**config.mk**
```make
export PLATFORM = sky130hd
export DESIGN_NAME = lfsr_range_rng
export DESIGN_NICKNAME = d
export VERILOG_FILES = /design/src/rtl/lfsr_range_rng_pkg.sv /design/src/rtl/lfsr_range_rng_core.sv /design/src/rtl/lfsr_range_rng.sv
export SDC_FILE = /design/constraint.sdc
export NUM_CORES = 1
export LEC_CHECK = 0
export CAP_MARGIN = 5
export CORE_AREA = 2 2 79 81
export CTS_CLUSTER_SIZE = 10
export DETAILED_ROUTE_END_ITERATION = 12
export DIE_AREA = 0 0 81 83
export PLACE_DENSITY = 0.57
export SYNTH_ARGS = -nofsm -noshare
export SYNTH_HDL_FRONTEND = slang
export SYNTH_SLANG_ARGS = --single-unit
```
**constraint.sdc**
```tcl
create_clock -name clk -period 5.8 [get_ports clk]
set_input_delay 0.87 -clock clk [delete_from_list [all_inputs] [get_ports clk]]
set_output_delay 0.87 -clock clk [all_outputs]
set_load 0.01 [all_outputs]
```
**src/rtl/lfsr_range_rng_pkg.sv**
```systemverilog
// Shared types and helpers for the range-reduced LFSR random source.
// Holds the FSM state encoding, game-level defaults and the LFSR step function.
package lfsr_range_rng_pkg;

    typedef enum logic [1:0] {
        ST_IDLE   = 2'd0,
        ST_SHIFT  = 2'd1,
        ST_REDUCE = 2'd2
    } rng_state_e;

    // Game-level defaults: 531 horizontal spawn columns on a 10-bit LFSR.
    localparam int unsigned DEF_WIDTH     = 10;
    localparam logic [31:0] DEF_TAPS      = 32'h0000_0240;
    localparam int unsigned DEF_SHIFTS    = 10;
    localparam int unsigned DEF_MAX_VAL   = 530;
    localparam int unsigned DEF_RESET_RND = 300;

    // One Fibonacci step at up to 32 bits; a zero result is replaced by all-ones
    // so the register can never lock up.
    function automatic logic [31:0] lfsr_step(input logic [31:0] cur,
                                              input logic [31:0] taps,
                                              input int unsigned width);
        logic [31:0] mask;
        logic [31:0] nxt;
        mask = (width >= 32) ? 32'hFFFF_FFFF : ((32'd1 << width) - 32'd1);
        nxt  = ((cur << 1) | {31'd0, ^(cur & taps & mask)}) & mask;
        if (nxt == 32'd0) begin
            nxt = mask;
        end
        return nxt;
    endfunction

endpackage

```
**src/rtl/lfsr_range_rng_core.sv**
```systemverilog
// Free-running Fibonacci LFSR with seed load and lock-up guard.
// Also exposes the value the register takes on the next edge.
module lfsr_range_rng_core
    import lfsr_range_rng_pkg::*;
#(
    parameter int unsigned      WIDTH = DEF_WIDTH,
    parameter logic [WIDTH-1:0] TAPS  = WIDTH'(DEF_TAPS)
) (
    input  logic             clk_i,
    input  logic             rst_i,
    input  logic             seed_load_i,
    input  logic [WIDTH-1:0] seed_i,
    output logic [WIDTH-1:0] lfsr_o,
    output logic [WIDTH-1:0] lfsr_next_o
);

    localparam logic [WIDTH-1:0] ONES = '1;

    logic [WIDTH-1:0] lfsr_q;
    logic [WIDTH-1:0] lfsr_d;

    always_comb begin
        lfsr_d = WIDTH'(lfsr_step(32'(lfsr_q), 32'(TAPS), WIDTH));
        if (seed_load_i) begin
            lfsr_d = (seed_i == '0) ? ONES : seed_i;
        end
    end

    always_ff @(posedge clk_i or posedge rst_i) begin
        if (rst_i) begin
            lfsr_q <= ONES;
        end else begin
            lfsr_q <= lfsr_d;
        end
    end

    assign lfsr_o      = lfsr_q;
    assign lfsr_next_o = lfsr_d;

endmodule

```
**src/rtl/lfsr_range_rng.sv**
```systemverilog
// Random sample source: req/valid handshake, SHIFTS stir cycles, then exact
// reduction into 0..MAX_VAL by repeated subtraction of MAX_VAL+1.
module lfsr_range_rng
    import lfsr_range_rng_pkg::*;
#(
    parameter int unsigned      WIDTH     = DEF_WIDTH,
    parameter logic [WIDTH-1:0] TAPS      = WIDTH'(DEF_TAPS),
    parameter int unsigned      SHIFTS    = DEF_SHIFTS,
    parameter int unsigned      MAX_VAL   = DEF_MAX_VAL,
    parameter int unsigned      RESET_RND = DEF_RESET_RND
) (
    input  logic             clk,
    input  logic             rst,
    input  logic             seed_load,
    input  logic [WIDTH-1:0] seed,
    input  logic             req,
    output logic             busy,
    output logic             rnd_valid,
    output logic [WIDTH-1:0] rnd,
    output rng_state_e       dbg_state,
    output logic [WIDTH-1:0] dbg_lfsr
);

    // Handshake: req is taken only on an edge where the FSM is IDLE and
    // seed_load is low; rnd_valid is a one-cycle pulse with rnd updated in
    // that same cycle, and rnd holds until the next pulse.

    localparam int unsigned      CW         = (SHIFTS > 1) ? $clog2(SHIFTS) : 1;
    localparam logic [CW-1:0]    LAST_SHIFT = CW'(SHIFTS - 1);
    localparam logic [WIDTH-1:0] MAX_W      = WIDTH'(MAX_VAL);
    localparam logic [WIDTH-1:0] MOD_W      = WIDTH'(MAX_VAL + 1);
    localparam logic [WIDTH-1:0] RESET_W    = WIDTH'(RESET_RND);

    rng_state_e       state_q;
    logic [CW-1:0]    cnt_q;
    logic [WIDTH-1:0] w_q;
    logic [WIDTH-1:0] rnd_q;
    logic             busy_q;
    logic             valid_q;
    logic [WIDTH-1:0] lfsr_cur;
    logic [WIDTH-1:0] lfsr_nxt;

    lfsr_range_rng_core #(
        .WIDTH (WIDTH),
        .TAPS  (TAPS)
    ) u_core (
        .clk_i       (clk),
        .rst_i       (rst),
        .seed_load_i (seed_load),
        .seed_i      (seed),
        .lfsr_o      (lfsr_cur),
        .lfsr_next_o (lfsr_nxt)
    );

    always_ff @(posedge clk or posedge rst) begin
        if (rst) begin
            state_q <= ST_IDLE;
            cnt_q   <= '0;
            w_q     <= '0;
            rnd_q   <= RESET_W;
            busy_q  <= 1'b0;
            valid_q <= 1'b0;
        end else begin
            valid_q <= 1'b0;
            if (seed_load) begin
                // Re-seeding aborts any sample in flight; rnd keeps its value.
                state_q <= ST_IDLE;
                cnt_q   <= '0;
                busy_q  <= 1'b0;
            end else begin
                case (state_q)
                    ST_IDLE: begin
                        if (req) begin
                            state_q <= ST_SHIFT;
                            cnt_q   <= '0;
                            busy_q  <= 1'b1;
                        end
                    end
                    ST_SHIFT: begin
                        if (cnt_q == LAST_SHIFT) begin
                            w_q     <= lfsr_nxt;
                            state_q <= ST_REDUCE;
                        end else begin
                            cnt_q <= cnt_q + 1'b1;
                        end
                    end
                    ST_REDUCE: begin
                        if (w_q > MAX_W) begin
                            w_q <= w_q - MOD_W;
                        end else begin
                            rnd_q   <= w_q;
                            valid_q <= 1'b1;
                            busy_q  <= 1'b0;
                            state_q <= ST_IDLE;
                        end
                    end
                    default: begin
                        state_q <= ST_IDLE;
                        busy_q  <= 1'b0;
                    end
                endcase
            end
        end
    end

    assign busy      = busy_q;
    assign rnd_valid = valid_q;
    assign rnd       = rnd_q;
    assign dbg_state = state_q;
    assign dbg_lfsr  = lfsr_cur;

endmodule

```
==> out/metrics.yaml <==
outcome: "finished, final reports clean"
crit_slowest_cell: "o41ai_4"
end_kind: "flop"
slowest_delay_ns: 0.66
relSlewSlack_pct: 54.55
start_kind: "primary input"
holdWs_ns: 0.4598
ant_nets: 0
syn_area_sq_um: 2052
power.density_nw_per_um2: 382.1
yosysMostFrequentCell: "dfrtp_1"
finalClockSkew_ns: 0.004752
hp-class: "flop to flop"
cts_setup_buffers: 0
syn2layout_area_growth_pct: 25.73
pre_cts_ws_ns: 2.635
first_pass_iters: 4
ys_seq_area_share_pct: 47.20
die-area_sq_um: 6723
clkPwrFrac_pct: 19.0
clock_latency_ns: 0.29
wl_per_cell_um: 15.48
crit_chain: "clkdlybuf4s50_1 -> or4_1 -> o41ai_4 -> nor3_1 -> a311oi_1 -> o22a_1"
wirelength_um: 4737
clk_pin_slew_worst_paths_ns: 0.07
layout_min_cycle_time_ns: 2.841
synthTopCellsByCount: "dfrtp_1, nand2_1, dfstp_2"
initial_core_util_pct: 35.28
grt_use_total_pct: 15.57
ys.flop_type: "dfrtp_1"
antenna_found_initial: 0
layout_setup_ws_ns: 2.959
drv_cap: 0
crit_buf_inv: 1
setup_violations: 0
crit_family: "compound AO/OA/AOI/OAI gates"
synth_top_area_share_pct: 29.27
grt_pass1_wl_um: 8231
async_flop_share_pct: 100.0
synth-edff-count: 0
fin_util_pct: 44.36
maxSlewViolCount: 0
rsz0062_at_grt: "no"
diodes: 0
fin_nets: 252
synth_area_leaders: "dfrtp_1, dfstp_2, o22a_1"
required_ns: 6.03
clock.fmax_mhz: 352.0
criticalPathCategory: "primary input to flop"
via_per_inst: 5.304
synth_cells: 190
grt_overflow_total: 0
drc_errors: 0
cts_tree: "done"
ys_ff_latch: 38
fin_crit_sh_pct: 48.98
yosys.area.top_type: "dfrtp_1"
avgSynthCellArea_sq_um: 10.80
fillers: 585
sw_frac_of_total_pct: 34.94
finalNonFillerCells: 306
cts_resized: 0
final_area_sq_um: 2580
p_total_mw: 0.9858
vdd_drop_max_mv: 0.1589
p_comb_share_pct: 36.2
ys_warn_count: 0
worstPathMaxFanout: 12
cts_hold_buffers: 0
cts_buffer_depth: 2
place_area_sq_um: 2489
cp.arrival_ns: 3.07
syn_nets: 212
finalSetupTns_ns: 0
gp_congestion: 0.8932
hold_path_startpoint: "rnd[2]"
cp-startpoint: "seed[7]"
p_leak_nw: 1.070
rows: 28
die_x_um: 81
numCtsBuffers: 5
grt_max_degree: 39
worstReg2RegStart: "dbg_state[0]"
p_int_mw: 0.6413
p_seq_share_pct: 44.8
clock-sinks: 38
grt_pass1_vias: 1639
die-height_um: 83
htree_levels: 2
hpwl_um: 3561
clockRootBuffer: "clkbuf_8"
pin_count: 38
drive_gt1_share_pct: 17.75
synth_cell_types: 50
worstMarginPinSlew_ns: 0.6795
port_buffers: 37
vias: 1623
hold_viol_final: 0
dp_cells: 298
drtIter0Drc: 154
switchingPower_mw: 0.3444
coreArea_sq_um: 5816
## power groups by stage
| stage | Sequential [mW] | Clock (mW) | Combinational (mW) |
|---|---|---|---|
| 2_1_floorplan | 0.440 | 0 | 0.211 |
| 3_3_place_gp | 0.445 | 0 | 0.360 |
| 3_5_place_dp | 0.445 | 0 | 0.359 |
| 4_1_cts | 0.441 | 0.194 | 0.360 |
| 5_1_grt | 0.455 | 0.206 | 0.393 |
| 6_report | 0.441 | 0.187 | 0.357 |
## logic make-up (layout without fill, tap and decap cells)
group / after synthesis / count (layout) / share of synthesized area (%)
fa+ha+maj: 8 / 8 / 4.878
buf+inv: 13 / 54 / 3.171
mux: 6 / 6 / 3.964
xor+xnor: 3 / 3 / 1.281
simple gates: 72 / 72 / 18.96
flops: 38 / 38 / 47.20
compound gates: 50 / 50 / 20.55
## sequential cells by signal, summed over array words and instances (netlist names)
signal / flops
dbg_state: 2
cnt_q: 4
rnd: 10
rnd_valid: 1
u_core.lfsr_o: 10
busy: 1
w_q: 10
## area by class of cell
cell class                      count  area (sq um)  share of cell area (%)
Inverter                            8         30.03                   1.164
Timing Repair Buffer               38         377.9                   14.65
Clock buffer                        7         86.33                   3.346
Sequential cell                    38         968.4                   37.54
Multi-Input combinational cell    139          1018                   39.48
Clock inverter                      1         5.005                  0.1940
Tap cell                           75         93.84                   3.637
## per-layer routing
layer	wire length, um	global-route usage [%]	up-vias	share of wire [%]
met4	50	4.160	0	1.1
met3	220	3.804	6	4.6
met2	2177	22.54	40	46
met5	0	0	-	0
li1	-	-	787	-
met1	2289	23.06	790	48
## worst register-to-register path, stage by stage (launching register included)
cell and delay (ns):
dfrtp_1 0.43, inv_1 0.10, ha_1 0.45, nand2_1 0.18, or3_1 0.49, or4_1 0.50, nand4_1 0.09
## worst paths after layout
path,end,slack (ns),cells past startpoint
setup / recovery,w_q[3],2.96,6
hold / removal,rnd[2],0.46,2
setup reg to reg,w_q[6],3.50,6
hold reg to reg,rnd[2],0.46,2
max in group asynchronous,u_core.lfsr_o[9],4.45,3
min in group asynchronous,rnd_valid,0.99,3
## cell usage in the layout, fill, tap and decap left out, drive strengths merged, types with 2 or more instances in the layout
cell / Yosys / routed
inv: 8 / 8
a31o: 2 / 2
a311oi: 2 / 2
clkbuf: 2 / 7
nor4: 2 / 2
nand3: 2 / 2
or2: 2 / 2
clkdlybuf4s50: 0 / 37
o311ai: 4 / 4
mux2: 5 / 5
dfrtp: 24 / 24
dfstp: 14 / 14
o22a: 12 / 12
o21ai: 7 / 7
nor2b: 2 / 2
ha: 8 / 8
a221o: 2 / 2
a21o: 3 / 3
a211o: 2 / 2
a21oi: 5 / 5
or3: 2 / 2
a31oi: 2 / 2
or4: 4 / 4
nand2b: 6 / 6
xor2: 3 / 3
nand2: 21 / 21
nand4: 4 / 4
nor3: 8 / 8
nor2: 13 / 13
o41ai: 2 / 2
a211oi: 2 / 2
No activity file was read; power rests on OpenSTA's default activity.
